File: src/rtl/array_sweep_if.sv
// Control, status and readback bundle for array_sweep.
// The bench/harness drives through master; the engine sits on slave.
interface array_sweep_if #(
    parameter int IDX_W  = 2,
    parameter int CNT_W  = 7,
    parameter int HIST_W = 1
);
    logic              start;
    logic              abort;
    logic              busy;
    logic              done;
    logic [63:0]       cycles;
    logic [IDX_W-1:0]  rd_idx;
    logic [CNT_W-1:0]  rd_data;
    logic [HIST_W-1:0] hist_target;

    modport master (output start, abort, rd_idx,
                    input  busy, done, cycles, rd_data, hist_target);
    modport slave  (input  start, abort, rd_idx,
                    output busy, done, cycles, rd_data, hist_target);
endinterface

File: src/rtl/array_sweep.sv
// Array-stress engine: a pointer sweeps a counter memory while the last entry feeds a histogram.
// Optional macro ARRAY_SWEEP_DISPLAY_EN prints the cycle count and calls $finish on completion.
module array_sweep #(
    parameter int IDX_W    = 2,
    parameter int CNT_W    = 3*IDX_W+1,
    parameter int HIST_SEL = 3,
    parameter int HIST_W   = 1,
    parameter int TARGET   = 4,
    parameter int THRESH   = 1,
    parameter int FINISH   = 0
) (
    input  logic         clock,
    input  logic         reset_n,
    array_sweep_if.slave bus
);
    localparam int DEPTH = 2**IDX_W;
    localparam int NBIN  = 2**HIST_SEL;
    localparam logic [HIST_SEL-1:0] TGT = HIST_SEL'(TARGET);
    localparam logic [HIST_W-1:0]   THR = HIST_W'(THRESH);

    if (HIST_SEL < 2 || HIST_SEL > CNT_W) begin : g_bad_sel
        $error("array_sweep: HIST_SEL must be in 2..CNT_W");
    end
    if (TARGET < 0 || TARGET >= NBIN) begin : g_bad_tgt
        $error("array_sweep: TARGET must be below 2**HIST_SEL");
    end
    if (THRESH < 1 || THRESH > 2**HIST_W-1) begin : g_bad_thr
        $error("array_sweep: THRESH must be in 1..2**HIST_W-1");
    end

    typedef enum logic [1:0] {S_IDLE, S_RUN, S_DONE} state_t;

    state_t                        r_state;
    state_t                        w_state_nxt;
    logic [IDX_W-1:0]              r_ptr;
    logic [DEPTH-1:0][CNT_W-1:0]   r_mem;
    logic [NBIN-1:0][HIST_W-1:0]   r_hist;
    logic [63:0]                   r_cycles;
    logic                          w_clear;
    logic                          w_step;
    logic                          w_hit;
    logic [HIST_SEL-1:0]           w_bin;

    // Bin comes from the pre-edge last entry, so a same-edge write to it is not seen.
    assign w_bin = {r_mem[DEPTH-1][CNT_W-1], r_mem[DEPTH-1][HIST_SEL-2:0]};
    assign w_hit = (r_hist[TGT] >= THR);

    always_ff @(posedge clock or negedge reset_n) begin
        if (!reset_n) r_state <= S_IDLE;
        else          r_state <= w_state_nxt;
    end

    always_comb begin
        w_state_nxt = r_state;
        w_clear     = 1'b0;
        w_step      = 1'b0;
        case (r_state)
            S_IDLE, S_DONE: begin
                if (bus.start) begin
                    w_clear     = 1'b1;
                    w_state_nxt = S_RUN;
                end
            end
            S_RUN: begin
                if (bus.abort)  w_state_nxt = S_IDLE;
                else if (w_hit) w_state_nxt = S_DONE;
                else            w_step      = 1'b1;
            end
            default: w_state_nxt = S_IDLE;
        endcase
    end

    always_ff @(posedge clock or negedge reset_n) begin
        if (!reset_n) begin
            r_ptr    <= '0;
            r_mem    <= '0;
            r_hist   <= '0;
            r_cycles <= '0;
        end else begin
            if (w_clear) begin
                r_ptr    <= '0;
                r_mem    <= '0;
                r_hist   <= '0;
                r_cycles <= '0;
            end else if (w_step) begin
                r_ptr         <= r_ptr + IDX_W'(1);
                r_mem[r_ptr]  <= r_mem[r_ptr] + CNT_W'(1);
                r_hist[w_bin] <= r_hist[w_bin] + HIST_W'(1);
                r_cycles      <= r_cycles + 64'd1;
            end
`ifdef ARRAY_SWEEP_DISPLAY_EN
            if (r_state == S_RUN && w_state_nxt == S_DONE) begin
                $display("%0d", r_cycles);
                $finish(FINISH);
            end
`endif
        end
    end

    assign bus.busy        = (r_state == S_RUN);
    assign bus.done        = (r_state == S_DONE);
    assign bus.cycles      = r_cycles;
    assign bus.rd_data     = r_mem[bus.rd_idx];
    assign bus.hist_target = r_hist[TGT];
endmodule

File: src/flat_wrapper.sv
// flat-port wrapper written by rule: the top's interface ports become plain ports
module array_sweep_flat 
#(
    parameter int IDX_W    = 2,
    parameter int CNT_W    = 3*IDX_W+1,
    parameter int HIST_SEL = 3,
    parameter int HIST_W   = 1,
    parameter int TARGET   = 4,
    parameter int THRESH   = 1,
    parameter int FINISH   = 0
)
  (clock, reset_n, bus_start, bus_abort, bus_rd_idx, bus_busy, bus_done, bus_cycles, bus_rd_data, bus_hist_target);
  array_sweep_if #(.IDX_W(IDX_W), .CNT_W(CNT_W), .HIST_W(HIST_W)) bus_i ();
  input  logic clock;
  input  logic reset_n;
  input wire logic [$bits(bus_i.start)-1:0] bus_start;
  input wire logic [$bits(bus_i.abort)-1:0] bus_abort;
  input wire logic [$bits(bus_i.rd_idx)-1:0] bus_rd_idx;
  output wire logic [$bits(bus_i.busy)-1:0] bus_busy;
  output wire logic [$bits(bus_i.done)-1:0] bus_done;
  output wire logic [$bits(bus_i.cycles)-1:0] bus_cycles;
  output wire logic [$bits(bus_i.rd_data)-1:0] bus_rd_data;
  output wire logic [$bits(bus_i.hist_target)-1:0] bus_hist_target;
  assign bus_i.start = bus_start;
  assign bus_i.abort = bus_abort;
  assign bus_i.rd_idx = bus_rd_idx;
  assign bus_busy = bus_i.busy;
  assign bus_done = bus_i.done;
  assign bus_cycles = bus_i.cycles;
  assign bus_rd_data = bus_i.rd_data;
  assign bus_hist_target = bus_i.hist_target;
  array_sweep #(.IDX_W(IDX_W), .CNT_W(CNT_W), .HIST_SEL(HIST_SEL), .HIST_W(HIST_W), .TARGET(TARGET), .THRESH(THRESH), .FINISH(FINISH)) u_core (.clock(clock), .reset_n(reset_n), .bus(bus_i));
endmodule
File: config.mk
export PLATFORM = sky130hd
export DESIGN_NAME = array_sweep_flat
export DESIGN_NICKNAME = d
export VERILOG_FILES = /design/src/rtl/array_sweep_if.sv /design/src/rtl/array_sweep.sv /design/src/flat_wrapper.sv
export SDC_FILE = /design/constraint.sdc
export NUM_CORES = 1
export LEC_CHECK = 0
export ABC_AREA = 1
export CORE_ASPECT_RATIO = 0.75
export CORE_MARGIN = 4
export CORE_UTILIZATION = 60
export CTS_CLUSTER_SIZE = 16
export DETAILED_ROUTE_END_ITERATION = 8
export DONT_BUFFER_PORTS = 1
export PLACE_DENSITY = 0.75
export SETUP_SLACK_MARGIN = 0.1
export SLEW_MARGIN = 20
export SYNTH_ARGS = -nofsm -noshare
export SYNTH_HDL_FRONTEND = slang
export SYNTH_SLANG_ARGS = --single-unit
File: constraint.sdc
create_clock -name clock -period 1.95 [get_ports clock]
set_input_delay 0.39 -clock clock [delete_from_list [all_inputs] [get_ports clock]]
set_output_delay 0.39 -clock clock [all_outputs]
set_load 0.1 [all_outputs]
-- Word-level counts from Yosys, hierarchy flattened
Index checks and enable logic that the tools add are counted.
- $mul: 0
- eq/ne operators: 4
- reductions and logical operators: 6
- bitwise operators: 0
- div/mod/pow operators: 0
- add/sub/neg operators: 4
- shifts and indexed selects: 0
- order comparisons: 6
- muxes and demuxes: 29
- operators by type and width (kind ; count):
    two-way mux 64 bit ; 2
    adder 64 x 1 -> 64 bit, second input constant ; 1
    two-way mux 28 bit ; 2
    binary-select mux 7 bit (select 2 bit) ; 2
    bitwise mux 28 bit ; 1
    two-way mux 7 bit ; 3
    two-way mux 8 bit ; 2
    demux 7 bit (select 2 bit) ; 1
    two-way mux 2 bit ; 5
    bitwise mux 8 bit ; 1
    adder 7 x 1 -> 7 bit, second input constant ; 1
    two-way mux 1 bit ; 7
    less-than comparator 2 x 3 -> 1 bit, second input constant ; 2
    less-than comparator 3 x 4 -> 1 bit, second input constant ; 1
    case mux 2 bit (2 select lines) ; 1
    binary-select mux 1 bit (select 3 bit) ; 1
    demux 1 bit (select 3 bit) ; 1
    greater-or-equal comparator 3 x 1 -> 1 bit, second input constant ; 1
    inequality test 3 x 2 -> 1 bit, second input constant ; 1
    adder 2 x 1 -> 2 bit, second input constant ; 1
    equality test 2 x 1 -> 1 bit, second input constant ; 1
    equality test 2 bit, second input constant ; 1
    greater-or-equal comparator 2 x 1 -> 1 bit, second input constant ; 1
    logical AND 1 bit ; 2
    7 further kinds ; 7
- flip-flop bits (word level): 104
- bits in writable memories: 0
- memories kept: 0
- ROM bits: 0
- logic and storage cells: 64
- bits of input ports: 6
- latch bits: 0

-- Logic depth before layout (Yosys ltp)
Gate-level depths: netlist of run 1.
- depth in word-level cells: 7
- mapped depth: 12
- depth with buffers taken out: 11

-- Worst setup path before layout of run 1
No wires, ideal clock.
- path type: input-to-output
- start point: input port bus_rd_idx[0]
- end point: output port bus_rd_data[4]
- setup slack: -775 ps
- arrival time: 2335 ps
- data required time: 1560 ps
- stages on the path: 4
- path through: inv_1 clkbuf_1 o21ai_0 o22ai_1
- longest elaborated chain between the ends: 2
- RTL lines (item ; RTL line ; RTL):
    start: declaration ; flat_wrapper.sv:18 ; input wire logic [$bits(bus_i.rd_idx)-1:0] bus_rd_idx;
    binary-select mux 7 bit (select 2 bit) ; array_sweep.sv:103 ; assign bus.rd_data = r_mem[bus.rd_idx];
    two-way mux 7 bit (implied by the code) ; array_sweep.sv:103 ;
    end: declaration ; flat_wrapper.sv:22 ; output wire logic [$bits(bus_i.rd_data)-1:0] bus_rd_data;
Every way passes these cells. The select of a mux whose other input is x is not followed.

-- Worst setup path in the final report of run 1
- start point: register u_core.r_mem[8] (netlist bit)
- end point: output port bus_rd_data[1]
- longest elaborated chain between the ends: 2
- RTL lines (item ; RTL line ; RTL):
    start: declaration ; array_sweep.sv:36 ; logic [DEPTH-1:0][CNT_W-1:0] r_mem;
    start signal: indexed assignment ; array_sweep.sv:87 ; r_mem[r_ptr] <= r_mem[r_ptr] + CNT_W'(1);
    binary-select mux 7 bit (select 2 bit) ; array_sweep.sv:103 ;
    two-way mux 7 bit (implied by the code) ; array_sweep.sv:103 ;
Every way passes these cells. The select of a mux whose other input is x is not followed.

==> results of run 1 <==
[logic make-up after synthesis]
family | count (synthesis) | share of synthesized area
and+or+nand+nor | 550 | 0.3934
buffers and inverters | 122 | 0.07947
DFF | 97 | 0.4068
AOI/OAI and AO/OA | 114 | 0.1021
adders and majority gates | 6 | 0.01258
xor gates and xnor gates | 3 | 0.005663
[flip-flops by register name (all words and copies together), names as in the netlist]
signal,cells
u_core.bus.cycles,64
u_core.r_state,2
u_core.r_ptr,2
u_core.bus.hist_target,1
u_core.r_mem,28
[layout make-up]
cell class / instances / share of cell area
clock inverter: 6 / 0.01734
clock buffer: 10 / 0.03039
inverter: 100 / 0.04869
sequential: 97 / 0.3238
timing repair buffer: 111 / 0.1208
tap: 132 / 0.02100
multi-input combinational: 673 / 0.4380
[Yosys cell counts (2+ instances only)]
library cell  instances
a21oi_1              34
a31oi_1               4
and2_1                2
buf_1                 3
buf_2                 7
buf_4                 2
clkbuf_1             10
dfrtp_1              97
ha_1                  6
inv_1                96
inv_2                 4
nand2_1             260
nand2_2               5
nand3_1              59
nand3b_1              2
nand4_1              17
nor2_1              157
nor2_2               14
nor3_1               20
nor3_2                2
nor3b_1               5
nor4_1                2
o211ai_1              3
o21ai_0              56
o21ai_1               4
o22ai_1               9
[what timing repair did]
action | in CTS | in global routing
endpoints found under the hold margin | 97 | 97
pin swaps | 1 | 16
setup buffers | 1 | 16
gates resized for setup | 2 | 55
endpoints found under the setup margin | 11 | 63
[critical path, delay by kind of cell (launching register included)]
| family | cells | cell delay, ns |
|---|---|---|
| AOI/OAI and AO/OA | 2 | 0.48 |
| DFF | 1 | 0.40 |
| buffers and inverters | 1 | 0.19 |
[routing by layer]
layer,up-vias,share of wire,track usage
met5,-,0,0
li1,3065,-,-
met1,3141,0.40,0.4754
met3,57,0.13,0.09042
met4,0,0.021,0.09862
met2,436,0.46,0.5269
[final timing paths]
check	startpoint	to	slack, ns	cells past startpoint
worst min register to register	u_core.r_mem[12]	u_core.r_mem[12]	0.50	2
worst max register to register	u_core.bus.cycles[0]	u_core.bus.cycles[54]	0.13	11
min in group clock	bus_abort	u_core.r_state[1]	0.26	2
worst min-delay path	reset_n	u_core.bus.cycles[14]	-0.28	0
max in group asynchronous	reset_n	u_core.bus.cycles[26]	1.99	0
worst max-delay path	u_core.r_mem[8]	bus_rd_data[1]	0.13	3
[metrics by stage]
stage	setup TNS (ns)	hold WS, ns	cell area, um2	utilization	worst slack [ns]
final	0	-0.2836	7864	0.8110	0.1321
after global routing	0	-0.2892	7864	0.8110	0.03717
after CTS	0	-0.2827	7571	0.7808	0.06860
after detailed placement	0	0.09787	7172	0.7396	0.06399
after global placement	0	0.09696	7172	0.7396	0.1271
after floorplan	-0.6201	0.09441	6301	-	-0.1206
[power groups by stage]
stage	Clock, mW	Combinational (mW)	Sequential (mW)
floorplan	0	1.44	2.54
global placement	0	2.13	2.43
detailed placement	0	2.19	2.44
CTS	2.26	2.20	2.41
global route	2.34	2.60	2.44
finish	2.25	2.43	2.42
==> results.md, run 1 <==
- Residual DRC count: 0
- First-pass GRT wire length: 30850 um
- Failing checks: negative hold slack
- Die Area: 0.01162 mm2
- RSZ-0062 raised after global routing: yes
- Aggregate global routing overflow: 0
- Pwr Density: 903.4 mW/mm2
- Most used DFF post-synth: dfrtp_1
- Ranking of synthesized cells by area: dfrtp_1 (41%), nand2_1 (16%), nor2_1 (9.9%)
- CP Class: register to output pin
- Final Cycle Share: 0.9323
- Max_cap viols: 0
- Cell Area, Synth: 0.005967 mm2
- Die height: 94.37 um
- Hold_ws: -0.2836 ns
- Number of buffers created by CTS: 9
- Flops & latches, synth: 97
- Placer Congestion: 0.9997
- Net count, final: 1004
- Routed WL per cell: 17.71 um
- Setup-failing EPs final: 0
- Endpoints failing hold: 97
- Mapped Cells: 892
- Final worst path period need: 1.818 ns
- Actual slew at the worst max-slew pin: 0.5217 ns
- Sequential area share after synthesis: 0.4068
- Critical Path RT: 1.56 ns
- Initial antenna violation count: 0
- # clock sinks: 97
- Worst Clk Skew: 0.01227 ns
- Worst-skew pair later-pin latency: 0.36 ns
- CP Data Arrival Time: 1.43 ns
- H-tree Lvls: 3
- Final wirelength: 19990 um
- Design Power: 7.104 mW
- Worst path slowest cell: dfrtp_1
- Diodes inserted: 0
- Detailed Place HPWL: 14150 um
- CTS tree: done
- Critical path, cell by cell: o21ai_0 > o22ai_4 > buf_12
- Final Non-Filler Cells: 1129
- # rows: 31
- Number of port buffers: 0
- Sw frac: 0.3808
- Vias in the first global route: 6131
- Combinational fraction of design power: 0.342
- Number of flops mapped to enable cells by yosys: 0
- Total GRT Usage: 0.3410
- Core area: 0.009697 mm2
- Initial Utilization: 0.6154
- Int Pwr: 4.399 mW
- Io pins: 80
- # fillers: 621
- Seq pwr share: 0.340
- CTS Buffer Depth: 2
- Syn avg cell area: 6.689 um2
- Worst setup EP type: output pin
- Slew margin rel.: 0.6518
- Yosys top cell area share: 0.4068
- Static leakage: 3.396 nW
- Most frequent cells in the layout: nand2_1 (246), nor2_1 (134), buf_4 (101)
- Via Count: 6699
- CP startpoint kind: register
- Peak supply drop: 0.0006342 V
- DRT Pass-1 Iters: 5
- Cells after DPL: 1096
- Syn-to-layout area delta: 31.79%
- Mapped Nets: 904
- Largest stage delay, worst path: 0.40 ns
- Routed vias/inst: 5.934
- Warnings, synthesis: 0
- Async S/R FF share, synth: 1.000
- Sw Pwr: 2.705 mW
- Clock slew at reported path FFs: 0.08 ns
- Flip-flop and latch area: 0.002546 mm2
- DIE WIDTH: 123.2 um
- Largest net degree at the start of global routing: 98
- Clock Power Share: 0.317
- Outcome: complete, but fails checks
- Distinct cells, synth: 38
- Worst min path class: primary input to async pin
- Root Driver: clkbuf_16
- Initial DRC Count: 972
- Antenna Violating Nets Remaining: 0
- Fmax: 550.1 MHz
- Area occupied by multi-input gates: 0.003445 mm2
- Fraction of layout cells with a size suffix above 1: 0.2788
- Synth area leader: dfrtp_1
- Most common cell after layout, fill and taps aside: nand2_1
- Pins Over Slew Limit: 0
- Crit path max fanout: 3
(Power assumes the default switching activity.)
==> inputs of run 2 (changes only) <==
- CTS_BUF_LIST: unset -> sky130_fd_sc_hd__clkbuf_4 sky130_fd_sc_hd__clkbuf_8
- HOLD_SLACK_MARGIN: unset -> 0.12
==> results.md, run 2 (synthesized netlist as in run 1, its figures left out) <==
- Setup-failing EPs final: 0 (unchanged)
- R2r setup slk: 0.11 ns (-0.02 ns)
- Largest net degree at the start of global routing: 98 (unchanged)
- Most common cell after layout, fill and taps aside: nand2_1
- Worst-skew pair later-pin latency: 0.38 ns (+0.02 ns)
- Via Count: 6738 (+0.58%)
- Actual slew at the worst max-slew pin: 0.5088 ns (-0.01293 ns)
- Fraction of layout cells with a size suffix above 1: 0.2786 (-0.0002794)
- Vias in the first global route: 6093 (-0.62%)
- Syn-to-layout area delta: 30.24%
- Static leakage: 3.380 nW (-0.47%)
- Die Area: 0.01162 mm2 (unchanged)
- Total GRT Usage: 0.3340 (-0.006994)
- Worst R2R Path Depth: 11 (unchanged)
- Initial Utilization: 0.6154 (unchanged)
- CP Class: register to output pin
- Clock slew at reported path FFs: 0.10 ns (+0.02 ns)
- Die height: 94.37 um (unchanged)
- Pins Over Slew Limit: 0 (unchanged)
- WP depth: 5 (+2)
- Detailed Place HPWL: 14150 um (unchanged)
- Final setup TNS: 0 ns (unchanged)
- CTS Buffer Depth: 2 (unchanged)
- Final worst path period need: 1.918 ns (+0.1005 ns)
- RR Startpoint: u_core.bus.cycles[0]
- # rows: 31 (unchanged)
- Cells after DPL: 1096 (unchanged)
- Number of buffers created by CTS: 9 (unchanged)
- Largest register FFs: 64 (unchanged)
- RSZ-0062 raised after global routing: yes
- Worst Slack Setup Final: 0.03159 ns (-0.1005 ns)
- DRT Pass-1 Iters: 5 (unchanged)
- H-tree Lvls: 3 (unchanged)
- CTS tree: done
- Initial DRC Count: 897 (-7.7%)
- Failing checks: negative hold slack
- Io pins: 80 (unchanged)
- Number of port buffers: 0 (unchanged)
- Worst path slowest cell: dfrtp_1
- Hold_ws: -0.3157 ns (-0.03215 ns)
- DIE WIDTH: 123.2 um (unchanged)
- Final instance area: 0.007771 mm2 (-1.2%)
- Critical Path RT: 1.56 ns (about the same)
- Flip-flop and latch area: 0.002545 mm2 (about the same)
- Residual DRC count: 0 (unchanged)
- CP startpoint kind: register
- Final wirelength: 20150 um (+0.81%)
- Final Non-Filler Cells: 1130 (+0.089%)
- Design Power: 6.645 mW (-6.5%)
- Placed Area: 0.007172 mm2 (unchanged)
- Most frequent cells in the layout: nand2_1 (244), nor2_1 (134), buf_4 (100)
- DP Worst Slack: 0.06399 ns (unchanged)
- # clock sinks: 97 (unchanged)
- Worst setup EP type: output pin
- Core area: 0.009697 mm2 (unchanged)
- Final Cycle Share: 0.9838 (+0.05155)
- R2r endpoint: u_core.bus.cycles[54]
- First-pass GRT wire length: 30460 um (-1.3%)
- Worst path bufs/invs: 2 (+1)
- Critical path, cell by cell: inv_1 > o21ai_0 > a21oi_2 > a21oi_4 > buf_12
- Slew margin rel.: 0.6604 (+0.008629)
- Pwr Density: 855.1 mW/mm2 (-5.3%)
- Max_cap viols: 0 (unchanged)
- Peak supply drop: 0.0004824 V (-24%)
- Routed vias/inst: 5.963 (+0.49%)
- Largest stage delay, worst path: 0.35 ns (-0.05 ns)
- Routed WL per cell: 17.83 um (+0.72%)
- # fillers: 653 (+5.2%)
- Net count, final: 1005 (+0.10%)
- Outcome: complete, but fails checks
- Placer Congestion: 0.9997 (unchanged)
- CP Data Arrival Time: 1.53 ns (+0.10 ns)
- Area occupied by multi-input gates: 0.003442 mm2 (about the same)
- Root Driver: clkbuf_8
- Antenna Violating Nets Remaining: 0 (unchanged)
- Worst Clk Skew: 0.01188 ns (-0.0003944 ns)
- Crit path max fanout: 3 (unchanged)
- Initial antenna violation count: 0 (unchanged)
- Worst min path class: primary input to async pin
- Fmax: 521.3 MHz (-5.2%)
- Endpoints failing hold: 97 (unchanged)
- Diodes inserted: 0 (unchanged)
- Aggregate global routing overflow: 0 (unchanged)
- Critical path's top delay family: compound AO/OA/AOI/OAI gates
-- run 2: cell count changes in the layout (fill, tap and decap cells not counted), sizes merged --
| cell | change |
|---|---|
| buf | +1 |
-- run 2: where the power goes --
group,internal (mW),switching [mW]
clock network,1.02,0.765
logic,0.766,1.68
registers,2.20,0.216
-- run 2: worst max path at each step --
stage	from	end	slack, ns
floorplan	u_core.r_state[0]	u_core.bus.cycles[41]	-0.12
global placement	u_core.bus.cycles[25]	u_core.bus.cycles[47]	0.13
detailed placement	u_core.bus.cycles[0]	u_core.bus.cycles[30]	0.06
CTS	u_core.bus.cycles[0]	u_core.bus.cycles[60]	0.06
global route	u_core.r_mem[7]	bus_rd_data[0]	-0.02
finish	u_core.r_mem[7]	bus_rd_data[0]	0.03
-- run 2: repair_timing --
action | in CTS | in global routing
resized for setup | 5 | 51
setup endpoints to repair | 12 | 67
cloned | 0 | 0
endpoints found under the hold margin | 97 | 97
buffers inserted | 1 | 17
pin swaps | 1 | 19
-- run 2: worst register-to-register path, delay by kind of cell (launching register included) --
kind	cells	cell delay, ns
DFF	1	0.48
and+or+nand+nor	9	0.95
adders and majority gates	1	0.18
buffers and inverters	1	0.13
-- run 2: per-layer routing --
metal,global-route usage,vias to the layer above,wire (um)
met3,0.09880,60,2516
met2,0.5057,457,9041
met5,0,-,0
met1,0.4713,3142,8085
li1,-,3079,-
met4,0.08848,0,507
-- run 2: cell type report --
| class | count | share of cell area |
|---|---|---|
| timing repair buffer | 112 | 0.1245 |
| multi-input combinational | 673 | 0.4429 |
| clock inverter | 6 | 0.01755 |
| sequential | 97 | 0.3275 |
| inverter | 100 | 0.04862 |
| tap | 132 | 0.02125 |
| clock buffer | 10 | 0.01771 |
-- run 2: metrics by stage --
stage	utilization	hold WS, ns
after floorplan	-	0.09441
after CTS	0.7711	-0.3239
after detailed placement	0.7396	0.09787
final	0.8014	-0.3157
after global routing	0.8014	-0.3336
after global placement	0.7396	0.09696
==> inputs of run 3 (changes only) <==
- CELL_PAD_IN_SITES_DETAIL_PLACEMENT: unset -> 0
- CELL_PAD_IN_SITES_GLOBAL_PLACEMENT: unset -> 2
- CORE_UTILIZATION: 60 -> 36
- PLACE_DENSITY: 0.75 -> 0.8
==> results.md, run 3 (synthesized netlist as in run 1, its figures left out) <==
- Outcome: complete, but fails checks
- Failing checks: negative hold slack
- Final worst path period need: 1.831 ns (-0.08786 ns)
- R2r endpoint: u_core.bus.cycles[32]
- CP Class: register to register
- Final instance area: 0.007826 mm2 (+0.71%)
- Worst R2R Path Depth: 10 (-1)
- Final wirelength: 20640 um (+2.4%)
- CTS Buffer Depth: 2 (unchanged)
- Residual DRC count: 0 (unchanged)
- Routed vias/inst: 5.133 (-14%)
- Placer Congestion: 0.8988 (-10%)
- CTS tree: done
- Pins Over Slew Limit: 0 (unchanged)
- H-tree Lvls: 3 (unchanged)
- Most frequent cells in the layout: nand2_1 (250), nor2_1 (132), buf_4 (113)
- Critical path, cell by cell: ha_4 > nand3_1 > nor2_1 > nand2_1 > nor2_4 > nand2_2 > nor2_4 > nand2_1 > o21ai_1 > nor2_1
- Total GRT Usage: 0.2226 (-0.1114)
- Clock slew at reported path FFs: 0.11 ns (about the same)
- Static leakage: 3.362 nW (-0.51%)
- # fillers: 1673 (+160%)
- # clock sinks: 97 (unchanged)
- Aggregate global routing overflow: 0 (unchanged)
- Largest net degree at the start of global routing: 98 (unchanged)
- Via Count: 6257 (-7.1%)
- Critical Path RT: 2.23 ns (+0.67 ns)
- Flip-flop and latch area: 0.002545 mm2 (unchanged)
- CP Data Arrival Time: 2.11 ns (+0.58 ns)
- Die height: 119.5 um (+27%)
- Initial DRC Count: 436 (-51%)
- Vias in the first global route: 5858 (-3.9%)
- DRT Pass-1 Iters: 5 (unchanged)
- Routed WL per cell: 16.93 um (-5.0%)
- Final Cycle Share: 0.9387 (-0.04506)
- Largest stage delay, worst path: 0.45 ns (+0.10 ns)
- DIE WIDTH: 156.7 um (+27%)
- RSZ-0062 raised after global routing: yes
- Setup-failing EPs final: 0 (unchanged)
- Number of buffers created by CTS: 9 (unchanged)
- # rows: 40 (+29%)
- Worst Clk Skew: 0.02017 ns (+0.008291 ns)
- Worst-skew pair later-pin latency: 0.40 ns (+0.02 ns)
- Worst setup EP type: register
- RR Startpoint: u_core.bus.cycles[0]
- Root Driver: clkbuf_8
- Fmax: 546.3 MHz (+4.8%)
- Antenna Violating Nets Remaining: 0 (unchanged)
- Core area: 0.01612 mm2 (+66%)
- First-pass GRT wire length: 32690 um (+7.3%)
- Max_cap viols: 0 (unchanged)
- Initial antenna violation count: 0 (unchanged)
- DP Worst Slack: 0.01924 ns (-0.04475 ns)
- Die Area: 0.01872 mm2 (+61%)
- Design Power: 6.166 mW (-7.2%)
- Most common cell after layout, fill and taps aside: nand2_1
- CP startpoint kind: register
- Diodes inserted: 0 (unchanged)
- Area occupied by multi-input gates: 0.003421 mm2 (-0.62%)
- Pwr Density: 787.9 mW/mm2 (-7.9%)
- Worst path slowest cell: dfrtp_4
- Worst Slack Setup Final: 0.1195 ns (+0.08786 ns)
- Endpoints failing hold: 97 (unchanged)
- Fraction of layout cells with a size suffix above 1: 0.2834 (+0.004892)
- Placed Area: 0.007367 mm2 (+2.7%)
- Largest register FFs: 64 (unchanged)
- Peak supply drop: 0.0003771 V (-22%)
- Hold_ws: -0.3300 ns (-0.01432 ns)
- Worst min path class: primary input to async pin
- Detailed Place HPWL: 15340 um (+8.5%)
- Crit path max fanout: 4 (+1)
- Syn-to-layout area delta: 31.16%
- Net count, final: 1016 (+1.1%)
- Initial Utilization: 0.3703 (-0.2451)
- Io pins: 80 (unchanged)
- R2r setup slk: 0.12 ns (about the same)
- Number of port buffers: 0 (unchanged)
- Layout Utilization: 0.4856 (-0.3158)
- Slew margin rel.: 0.7635 (+0.1031)
- Actual slew at the worst max-slew pin: 0.3543 ns (-0.1545 ns)
## run 3: timing repair
action	CTS	global route
pin swaps	1	11
endpoints found under the setup margin	16	58
gates cloned	0	1
gates resized for setup	2	54
hold endpoints to repair	97	97
setup buffers	2	13
## run 3: worst max-delay path by stage
stage | start | end | slack (ns) | cells past startpoint
2_1_floorplan | u_core.r_state[0] | u_core.bus.cycles[41] | -0.12 | 9
3_3_place_gp | u_core.bus.hist_target | u_core.bus.cycles[29] | 0.10 | 9
3_5_place_dp | u_core.r_ptr[0] | u_core.r_mem[4] | 0.02 | 8
4_1_cts | u_core.r_mem[17] | bus_rd_data[3] | 0.10 | 3
5_1_grt | u_core.bus.cycles[0] | u_core.bus.cycles[28] | -0.003 | 10
6_report | u_core.bus.cycles[0] | u_core.bus.cycles[32] | 0.12 | 10
## run 3: per-stage QoR
step	setup TNS [ns]	cells
after global placement	0	1187
after floorplan	-0.6201	892
after global routing	-0.006294	1219
after CTS	0	1205
final	0	1219
after detailed placement	0	1187
## run 3: worst max-delay path: cells and delay by family (launching register included)
| family | cells | cell delay [ns] |
|---|---|---|
| AOI/OAI and AO/OA | 1 | 0.15 |
| adders and majority gates | 1 | 0.14 |
| DFF | 1 | 0.45 |
| and+or+nand+nor | 8 | 0.99 |
## run 3: power breakdown
part	internal (mW)	switching, mW	leakage [nW]	total, mW
Combinational	0.803	1.66	2.03	2.47
Clock	0.504	0.800	0.0911	1.30
Sequential	2.20	0.197	1.24	2.40
## run 3: cell type report
class | instances | share of cell area
multi-input combinational | 673 | 0.4371
sequential | 97 | 0.3252
timing repair buffer | 123 | 0.1329
inverter | 100 | 0.04860
tap | 210 | 0.03357
clock buffer | 11 | 0.01775
clock inverter | 5 | 0.004956
## run 3: layer usage
metal	routed length [um]	share of wire	track usage
met3	1160	0.056	0.04182
met4	234	0.011	0.04444
met2	8562	0.41	0.3106
met1	10680	0.52	0.3549
met5	0	0	0
